File: src/rtl/paddle_motion.sv
// paddle_motion: once-per-frame direction/speed ramp and clamped Y centre for
// one vertical Pong paddle. All motion state advances only on the Clk cycle in
// which a rising edge of frame_clk is first seen, so outputs hold for a frame.
module paddle_motion #(
    parameter int PADDLE_X    = 40,
    parameter int Y_CENTER    = 240,
    parameter int Y_MIN       = 0,
    parameter int Y_MAX       = 479,
    parameter int PADDLE_SIZE = 24,
    parameter int MAX_SPEED   = 4
) (
    input  logic       Clk,
    input  logic       Reset,
    input  logic       frame_clk,
    input  logic       up_key,
    input  logic       down_key,
    output logic [9:0] PaddleX,
    output logic [9:0] PaddleY,
    output logic [9:0] PaddleSize,
    output logic       moving
);

    localparam logic [1:0] ST_IDLE = 2'd0;
    localparam logic [1:0] ST_UP   = 2'd1;
    localparam logic [1:0] ST_DOWN = 2'd2;

    // Centre may only range over rows that keep the whole paddle visible.
    localparam logic signed [10:0] Y_LO    = 11'(Y_MIN + PADDLE_SIZE);
    localparam logic signed [10:0] Y_HI    = 11'(Y_MAX - PADDLE_SIZE);
    localparam logic [3:0]         SPD_CAP = 4'(MAX_SPEED);

    logic              frame_clk_q, frame_clk_d;
    logic [1:0]        state_q, state_d;
    logic [3:0]        speed_q, speed_d;
    logic [9:0]        y_q, y_d;
    logic              moving_q, moving_d;

    logic              frame_tick;
    logic [1:0]        cmd;
    logic [3:0]        spd_new;
    logic signed [10:0] y_cur, step, y_next;

    // Next-state: edge detect, key decode, speed ramp, position step and clamp.
    always_comb begin
        frame_clk_d = frame_clk;
        frame_tick  = frame_clk & ~frame_clk_q;
        state_d     = state_q;
        speed_d     = speed_q;
        y_d         = y_q;
        moving_d    = moving_q;
        spd_new     = speed_q;
        y_cur       = $signed({1'b0, y_q});
        step        = '0;
        y_next      = y_cur;

        if (up_key & ~down_key)      cmd = ST_UP;
        else if (down_key & ~up_key) cmd = ST_DOWN;
        else                         cmd = ST_IDLE;

        if (frame_tick) begin
            // Reversal restarts at speed 1 with no deceleration phase.
            if (cmd == ST_IDLE) begin
                state_d = ST_IDLE;
                spd_new = 4'd0;
            end else if (cmd == state_q) begin
                spd_new = (speed_q >= SPD_CAP) ? SPD_CAP : speed_q + 4'd1;
            end else begin
                state_d = cmd;
                spd_new = 4'd1;
            end

            // Signed arithmetic so a step past row 0 cannot wrap to a large value.
            step   = $signed({7'd0, spd_new});
            y_next = (cmd == ST_UP) ? y_cur - step : y_cur + step;

            if (y_next < Y_LO) begin
                y_next  = Y_LO;
                spd_new = 4'd0;
                state_d = ST_IDLE;
            end else if (y_next > Y_HI) begin
                y_next  = Y_HI;
                spd_new = 4'd0;
                state_d = ST_IDLE;
            end

            speed_d  = spd_new;
            y_d      = y_next[9:0];
            moving_d = (spd_new != 4'd0);
        end
    end

    // State registers; frame_clk_q resets high so a held-high strobe at release is not a tick.
    always_ff @(posedge Clk or posedge Reset) begin
        if (Reset) begin
            frame_clk_q <= 1'b1;
            state_q     <= ST_IDLE;
            speed_q     <= 4'd0;
            y_q         <= 10'(Y_CENTER);
            moving_q    <= 1'b0;
        end else begin
            frame_clk_q <= frame_clk_d;
            state_q     <= state_d;
            speed_q     <= speed_d;
            y_q         <= y_d;
            moving_q    <= moving_d;
        end
    end

    assign PaddleX    = 10'(PADDLE_X);
    assign PaddleY    = y_q;
    assign PaddleSize = 10'(PADDLE_SIZE);
    assign moving     = moving_q;

endmodule

File: config.mk
export PLATFORM = sky130hd
export DESIGN_NAME = paddle_motion
export DESIGN_NICKNAME = d
export VERILOG_FILES = /design/src/rtl/paddle_motion.sv
export SDC_FILE = /design/constraint.sdc
export NUM_CORES = 1
export LEC_CHECK = 0
export ABC_AREA = 1
export CAP_MARGIN = 0
export CORE_MARGIN = 2
export CORE_UTILIZATION = 47
export DETAILED_ROUTE_END_ITERATION = 12
export PLACE_DENSITY = 0.73
export REMOVE_ABC_BUFFERS = 1
export SLEW_MARGIN = 40
export SYNTH_ARGS = -nofsm -noshare
export SYNTH_HDL_FRONTEND = slang
export SYNTH_SLANG_ARGS = --single-unit
File: constraint.sdc
create_clock -name Clk -period 7.5 [get_ports Clk]
set_input_delay 2.25 -clock Clk [delete_from_list [all_inputs] [get_ports Clk]]
set_output_delay 2.25 -clock Clk [all_outputs]
set_load 0.02 [all_outputs]
==> impl_metrics.env <==
export IMPL_cellPowerDensity_nw_per_um2=418
export IMPL_post_route_cells_drive_above_1_share_pct=11.4
export IMPL_most_instantiated_flip_flop_cell_in_the_synthesis_netlist="dfrtp_1"
export IMPL_synth_cells_most_frequent="nand2_1, inv_1, nand3_1, buf_4"
export IMPL_synth_sequential_area_ratio_pct=24.5
export IMPL_detailedRoute_firstIterationViolations=87
export IMPL_sink_count=18
export IMPL_max_clock_path_buffers=2
export IMPL_synth_most_common_cell="nand2_1"
export IMPL_max_cap_viol_count=0
export IMPL_status="complete, no violations"
export IMPL_detailroute_via_count=1690
export IMPL_timing_critical_path_required_ns=7.61
export IMPL_syn_area_per_cell_um2=6.57
export IMPL_num_nets_final=322
export IMPL_tritoncts="built"
export IMPL_grt_max_degree=19
export IMPL_worst_setup_path_type="input port to flop"
export IMPL_globalRouteOverflowTotal=0
export IMPL_main_area_contributors_after_synthesis="dfrtp_1, nand2_1, ha_1"
export IMPL_power_ir_vdd_worst_mv=0.211
export IMPL_die_h_um=66.9
export IMPL_avgRoutedWirePerCell_um=11.2
export IMPL_totalNegativeSetupSlack_ns=0
export IMPL_cts_root_buf="clkbuf_8"
export IMPL_die_area_um2=4480
export IMPL_detailedPlacementHpwl_um=3210
export IMPL_floorplan_core_area_um2=3740
export IMPL_wire_length_of_the_first_global_routing_pass_um=6420
export IMPL_leakage_nw=1.17
export IMPL_post_cts_resize_count=0
export IMPL_syn_instance_count=283
export IMPL_timing_final_crit_share_pct=80.1
export IMPL_initial_core_utilization_pct=49.7
export IMPL_buffer_ports_inserted=15
export IMPL_grt_pass1_vias=1500
export IMPL_worstPathMaxFanout=13
export IMPL_tightest_slew_ns=0.773
export IMPL_synthesis_area_um2=1860
export IMPL_synth_edff_count=0
export IMPL_power_total_mw=0.849
export IMPL_worst_hold_path_type="flop to flop"
export IMPL_synth_distinct_cells=29
export IMPL_area_growth_syn_to_layout_pct=9.21
export IMPL_slew_violations=0
export IMPL_drt_vias_per_instance=4.87
export IMPL_post_synth_top_area_fraction_pct=17.5
export IMPL_path_clk_slew_ns=0.07
export IMPL_endpoint_kind="flop"
export IMPL_drt_drc_violations_left=0
export IMPL_clock_skew_ns=0.00420
export IMPL_layoutNonFillerInstCount=347
export IMPL_slew_limit_headroom_pct=48.3
export IMPL_numCtsBuffers=3
export IMPL_top_level_ports=36
export IMPL_worst_skew_pair_late_latency_ns=0.26
export IMPL_drt_total_wl_um=3870
export IMPL_drt_pre_antenna_iters=5
export IMPL_rsz_0062_raised_after_global_routing="false"
export IMPL_placed_cells=343
export IMPL_finalWorstPathRequiredPeriod_ns=6.01
export IMPL_die_width_um=66.9
export IMPL_floorplan_rows=22
export IMPL_postSynth_asyncResetShare_pct=100
export IMPL_arrival_ns=6.12
export IMPL_postCtsHoldBufs=0
export IMPL_grt_antenna_before_repair=0
export IMPL_global_route_usage_total_pct=19.2
export IMPL_gp_routability_congestion=0.860
export IMPL_yosysWarningCount=0
export IMPL_final_antenna_net_count=0
export IMPL_synth_area_leader_cell="dfrtp_1"
export IMPL_fmax_mhz=166
export IMPL_worstSetupStartpointType="input port"
export IMPL_finalSetupViolCount=0
export IMPL_synth_seq_cells=18
export IMPL_antenna_cells=0
export IMPL_htree_num_levels=1
export IMPL_timing_final_hold_violations=0
export IMPL_post_cts_buffers=0
[flip-flops by register name (all words and copies together), names as in the netlist]
name and flops:
frame_clk_q 1, speed_q 4, state_q 2, moving 1, PaddleY 10
[placed cells by master, fill, tap and decap left out]
| cell type | n |
|---|---|
| nor2_4 | 1 |
| conb_1 | 21 |
| clkbuf_8 | 4 |
| fa_1 | 1 |
| o21ai_2 | 1 |
| nor3_1 | 1 |
| nand4_1 | 7 |
| nor2_2 | 5 |
| a21oi_1 | 7 |
| nand3_1 | 25 |
| nand3_2 | 2 |
| clkinv_1 | 1 |
| ha_1 | 16 |
| o21ai_1 | 4 |
| or2_4 | 1 |
| or2_2 | 3 |
| o211ai_1 | 1 |
| nand2_1 | 84 |
| xnor2_1 | 4 |
| inv_2 | 2 |
| nor2_1 | 16 |
| o21ai_0 | 3 |
| clkdlybuf4s50_1 | 15 |
| dfrtp_1 | 13 |
| dfstp_2 | 5 |
| nand2_2 | 10 |
| inv_1 | 45 |
| o21bai_1 | 1 |
[worst paths after layout]
check	startpoint	endpoint	slack, ns	depth (start not counted)
max	down_key	PaddleY[3]$_DFFE_PP0P_	1.49	24
min reg2reg	PaddleY[7]$_DFFE_PP1P_	PaddleY[7]$_DFFE_PP1P_	0.48	2
max reg2reg	state_q[1]$_DFFE_PP0P_	PaddleY[3]$_DFFE_PP0P_	3.88	21
min	PaddleY[7]$_DFFE_PP1P_	PaddleY[7]$_DFFE_PP1P_	0.48	2
max in group asynchronous	Reset	speed_q[0]$_DFFE_PP0P_	4.64	2
min in group asynchronous	Reset	PaddleY[8]$_DFFE_PP0P_	2.41	2
[through the flow]
step	hold slack, ns	setup WS [ns]	utilization, %	cell area (um2)
finish	0.483	1.49	54.3	2030
global placement	0.468	1.32	52.8	1980
detailed placement	0.473	1.25	52.8	1980
CTS	0.483	1.51	54.3	2030
global route	0.498	1.13	54.3	2030
floorplan	0.450	2.26	-	1770
[worst max-delay path, cell delays in order]
cell             delay [ns]
clkdlybuf4s50_1        0.50
inv_1                  0.05
ha_1                   0.22
xnor2_1                0.21
nand2_1                0.09
nor2_2                 0.16
nand3_1                0.14
ha_1                   0.21
or2_2                  0.30
nand2_1                0.10
inv_1                  0.09
ha_1                   0.37
nand2_1                0.13
inv_1                  0.05
a21oi_1                0.21
nand2_2                0.09
nand2_1                0.06
nand2_1                0.07
inv_1                  0.06
nand2_1                0.06
nand2_2                0.09
nand2_1                0.07
nor2_2                 0.36
a21oi_1                0.16
[final cells by class]
cell class,instances,area [um2]
repair buffers,15,150
multi-input cells,214,1130
fillers,371,1710
flip-flops and latches,18,457
inverters,48,180
clock buffers,4,55.1
well taps,48,60.1
[cells by family after synthesis]
group	after synthesis	share of synthesized area (%)
compound gates	17	5.04
simple gates	155	37.7
flops	18	24.5
other cells	2	0.404
fa+ha+maj	17	11.8
xor+xnor	4	1.88
buf+inv	70	18.6
[where the power goes]
part / leakage [nW] / total, mW / switching [mW] / internal, mW
Clock: 0.0288 / 0.0801 / 0.0335 / 0.0467
Sequential: 0.226 / 0.151 / 0.0212 / 0.129
Combinational: 0.914 / 0.618 / 0.399 / 0.219
[layer usage]
layer  vias to the layer above  global-route usage [%]  part of all wire, %
met5                         -                       0                    0
met4                         0                    3.83                  1.0
met3                         6                    3.55                  7.8
met2                        66                    32.9                   46
met1                       742                    25.1                   46
li1                        876                       -                    -
Power figures use the tool's default switching activity.
